File: src/rtl/abro_n_module.sv
// N-input ABRO controller: waits until every event input has been seen at least
// once in any order, emits a one-cycle pulse, then halts until r or re-arms.
module abro_n_module #(
    parameter int unsigned N     = 4,
    parameter int unsigned REARM = 0,
    parameter int unsigned CNT_W = 8
) (
    input  logic             clk,
    input  logic             reset,
    input  logic [N-1:0]     in,
    input  logic             r,
    output logic             o,
    output logic [1:0]       state,
    output logic [N-1:0]     seen,
    output logic [CNT_W-1:0] count
);

    typedef enum logic [1:0] {
        ST_WAIT = 2'b00,
        ST_EMIT = 2'b01,
        ST_HALT = 2'b10,
        ST_BAD  = 2'b11
    } state_t;

    localparam logic [N-1:0]     ALL_ONES = '1;
    localparam logic [CNT_W-1:0] CNT_MAX  = '1;
    localparam bit               AUTO_REARM = (REARM != 0);

    state_t             r_state;
    logic [N-1:0]       r_seen;
    logic               r_o;
    logic [CNT_W-1:0]   r_count;

    logic [N-1:0]       w_nxt;
    logic               w_full;
    logic [CNT_W-1:0]   w_count_inc;

    assign w_nxt       = r_seen | in;
    assign w_full      = (w_nxt == ALL_ONES);
    assign w_count_inc = (r_count == CNT_MAX) ? r_count : r_count + CNT_W'(1);

    // Restart beats completion beats accumulation; in is ignored outside WAIT.
    always_ff @(posedge clk or negedge reset) begin
        if (!reset) begin
            r_state <= ST_WAIT;
            r_seen  <= '0;
            r_o     <= 1'b0;
            r_count <= '0;
        end else begin
            case (r_state)
                ST_WAIT: begin
                    if (r) begin
                        r_seen <= '0;
                        r_o    <= 1'b0;
                    end else if (w_full) begin
                        r_state <= ST_EMIT;
                        r_seen  <= ALL_ONES;
                        r_o     <= 1'b1;
                        r_count <= w_count_inc;
                    end else begin
                        r_seen <= w_nxt;
                        r_o    <= 1'b0;
                    end
                end
                ST_EMIT: begin
                    r_o <= 1'b0;
                    if (r || AUTO_REARM) begin
                        r_state <= ST_WAIT;
                        r_seen  <= '0;
                    end else begin
                        r_state <= ST_HALT;
                    end
                end
                ST_HALT: begin
                    r_o <= 1'b0;
                    if (r) begin
                        r_state <= ST_WAIT;
                        r_seen  <= '0;
                    end
                end
                default: begin
                    r_state <= ST_WAIT;
                    r_seen  <= '0;
                    r_o     <= 1'b0;
                end
            endcase
        end
    end

    assign o     = r_o;
    assign state = r_state;
    assign seen  = r_seen;
    assign count = r_count;

endmodule
File: config.mk
export PLATFORM = sky130hd
export DESIGN_NAME = abro_n_module
export DESIGN_NICKNAME = d
export VERILOG_FILES = /design/src/rtl/abro_n_module.sv
export SDC_FILE = /design/constraint.sdc
export NUM_CORES = 1
export LEC_CHECK = 0
export ABC_CLOCK_PERIOD_IN_PS = 1800
export CAP_MARGIN = 0
export CORE_ASPECT_RATIO = 1.2
export CORE_UTILIZATION = 40
export DETAILED_ROUTE_END_ITERATION = 12
export PLACE_DENSITY = 0.84
export SYNTH_ARGS = -nofsm -noshare
export SYNTH_HDL_FRONTEND = slang
export SYNTH_SLANG_ARGS = --single-unit
export TNS_END_PERCENT = 100
File: constraint.sdc
create_clock -name clk -period 1.8 [get_ports clk]
set_clock_uncertainty 0.15 [all_clocks]
set_input_delay 0.18 -clock clk [delete_from_list [all_inputs] [get_ports clk]]
set_output_delay 0.18 -clock clk [all_outputs]
set_load 0.05 [all_outputs]
==> impl_metrics.yaml, run 1 <==
global_route:
  grt_pass1_vias: 701
  grt-ovfl-total: 0
  grt_antenna_before_repair: 0
  grt_max_degree: 9
  grt_usage_pct: 18.4
  grt_first_pass_wirelength_mm: 2.84
routing:
  wl_per_cell_um: 13.8
  drc: 0
  wl_mm: 1.76
  ant_nets: 0
  drt_iter0_markers: 18
  vias: 678
  viasPerCell: 5.30
  drt_first_pass_iters: 4
pwr:
  comb_power_share_pct: 60.7
  clockPowerShare_pct: 10.1
  power_frac_seq_pct: 29.2
  powerDensity_mw_per_mm2: 1610
  netSwitchingFraction_pct: 46.4
  p_int_uw: 982
  p_sw_uw: 852
  p_leak_nw: 0.545
  vdd_drop_max_v: 0.00111
cells_and_area:
  fillerInstances: 131
  area_growth_pct: 51.2
  layout_commonest_cell: "buf_4"
  layout_common_cells: "buf_4 (30), dfrtp_1 (11), clkdlybuf4s50_1 (7), a21oi_1 (6)"
  fin_util_pct: 66.8
  multiInputGateArea_um2: 378
  fin_nets: 122
  drive_gt1_share_pct: 45.5
  regArea_um2: 380
  diodes: 0
floorplanning:
  die-area_mm2: 0.00206
  die_x_um: 41.6
  num_rows: 16
  boundaryPins: 22
  core-area_mm2: 0.00170
  die_h_um: 49.5
  initial_core_util_pct: 44.2
setup_path:
  crit_required_ns: 1.82
  cp.arrival_ns: 1.82
  critPathLaunchType: "register"
  crit_path_end_kind: "register"
  path_max_fanout: 5
  path_class: "reg2reg"
run:
  max_cap_viol_count: 0
sta:
  fin_crit_sh_pct: 100
  relSlewSlack_pct: 67.5
  final.setup.tns_ns: -0.00313
  hold_viol: 0
  setup_slack_ns: -0.00313
  grt_setup_unrepaired: "yes"
  slew_viol_final: 0
  worst_pin_slew_ns: 0.486
  setup_violations: 1
  fmax_ghz: 0.555
  post-route-min-period_ns: 1.80
status:
  failed_checks: "setup timing"
  status: "complete, but fails checks"
clocking:
  cts_sinks: 15
  cts.clk_slew.worst_paths_ns: 0.08
  cts_buffers: 3
  clk_latency_ns: 0.28
  cts_root_buffer: "clkbuf_4"
  h-tree-depth: 1
  cts_tree: "yes"
  holdBufCountCts: 0
  cts_buffer_depth: 2
placed_design:
  io_buffers: 21
  place_congestion: 0.801
  hpwl_mm: 1.30
  dp_slack_ns: -0.0982
worst_hold_path:
  hold_class: "in2async"
logic_synthesis:
  synth.distinct_cells: 30
  avgSynthCellArea_um2: 11.1
  synthesis.nets: 79
  synthCells: 68
  syn_area_um2: 752
  yosysWarnings: 0
  synth_seq_area_share_pct: 49.9
  ys_ff_latch: 15
==> state kept, by name, indices dropped and copies added (netlist names) <==
register / cells
count: 8
o: 1
seen: 4
state: 2
==> Yosys cell counts (all sizes together) <==
master / number / area, um2
nand3: 2 / 10.0
o311ai: 1 / 8.76
and3: 2 / 13.8
nor2: 4 / 15.0
and2: 2 / 12.5
nand2: 3 / 11.3
o21bai: 1 / 7.51
a22oi: 1 / 7.51
nor4: 2 / 27.5
dfrtp: 15 / 375
a21oi: 6 / 30.0
mux2: 3 / 33.8
nand2b: 1 / 6.26
o21ai: 3 / 18.8
inv: 5 / 18.8
o21ba: 1 / 10.0
o21a: 1 / 7.51
nand4: 2 / 12.5
xor2: 1 / 8.76
nor2b: 1 / 6.26
o2111ai: 1 / 8.76
ha: 4 / 50.1
o22ai: 3 / 25.0
xnor2: 3 / 26.3
==> routing by layer <==
metal  GRT usage [%]  up-vias  wire length, um  share of wire (%)
li1                -      329                -                  -
met1            19.7      322              708                 40
met2            31.5       23              968                 55
met3            5.49        4               69                3.9
met4            10.8        0               15               0.85
met5               0        -                0                  0
==> through the flow <==
step	total power, mW	hold slack [ns]	cells	cell area, um2
finish	1.83	0.0249	128	1140
global route	1.97	0.0329	128	1140
CTS	1.76	0.0304	122	1080
detailed placement	1.56	0.337	117	1040
global placement	1.52	0.321	117	1040
floorplan	1.19	-0.266	68	769
==> layout make-up <==
class / instances / area share (%)
clock buffers: 4 / 2.31
inverters: 5 / 2.09
multi-input cells: 48 / 33.2
flip-flops and latches: 15 / 33.4
well taps: 18 / 1.98
repair buffers: 38 / 27.0
==> worst paths after layout <==
kind                               start       end  slack, ns  cells past startpoint
worst max-delay path            state[0]  count[6]     -0.003                      6
worst min-delay path               reset   seen[1]       0.02                      1
worst max register to register  state[0]  count[6]     -0.003                      6
worst min register to register  count[0]  count[0]       0.35                      1
max in group asynchronous          reset  state[0]       1.01                      2
min in group clk                count[0]  count[0]       0.35                      1
==> kinds of logic (layout without fill, tap and decap cells) <==
family | after synthesis | in the layout | synth area share [%]
AND/OR/NAND/NOR | 19 | 19 | 15.3
multiplexers | 3 | 3 | 4.49
XOR/XNOR | 4 | 4 | 4.66
AO/OA/AOI/OAI | 18 | 18 | 16.5
adder cells (fa/ha/maj) | 4 | 4 | 6.66
flip-flops | 15 | 15 | 49.9
buffers and inverters | 5 | 47 | 2.49
==> power groups by stage <==
stage	logic (mW)	registers (mW)	clock network, mW
floorplan	0.334	0.860	0
detailed placement	1.02	0.536	0
global placement	0.994	0.527	0
global route	1.20	0.554	0.215
CTS	1.03	0.533	0.192
finish	1.11	0.536	0.185
==> critical path, stage by stage (launching register included) <==
cell	delay [ns]
dfrtp_2	0.43
inv_4	0.07
ha_4	0.14
inv_4	0.04
nor4_4	0.37
nand4_1	0.17
mux2_4	0.32
==> repair_timing <==
action,in CTS,in global routing
gates resized for setup,1,4
endpoints found under the setup margin,2,5
setup buffers,1,6
hold endpoints to repair,0,0
pin swaps,1,2
(Power assumes the default switching activity.)
==> inputs of run 2 (changes only) <==
--- a/config.mk
+++ b/config.mk
@@ -11,6 +11,7 @@
 export CORE_UTILIZATION = 40
 export DETAILED_ROUTE_END_ITERATION = 12
 export PLACE_DENSITY = 0.84
+export SLEW_MARGIN = 20
 export SYNTH_ARGS = -nofsm -noshare
 export SYNTH_HDL_FRONTEND = slang
 export SYNTH_SLANG_ARGS = --single-unit
==> results of run 2 <==
Final layout, timing and power as in run 1 (identical DEF).
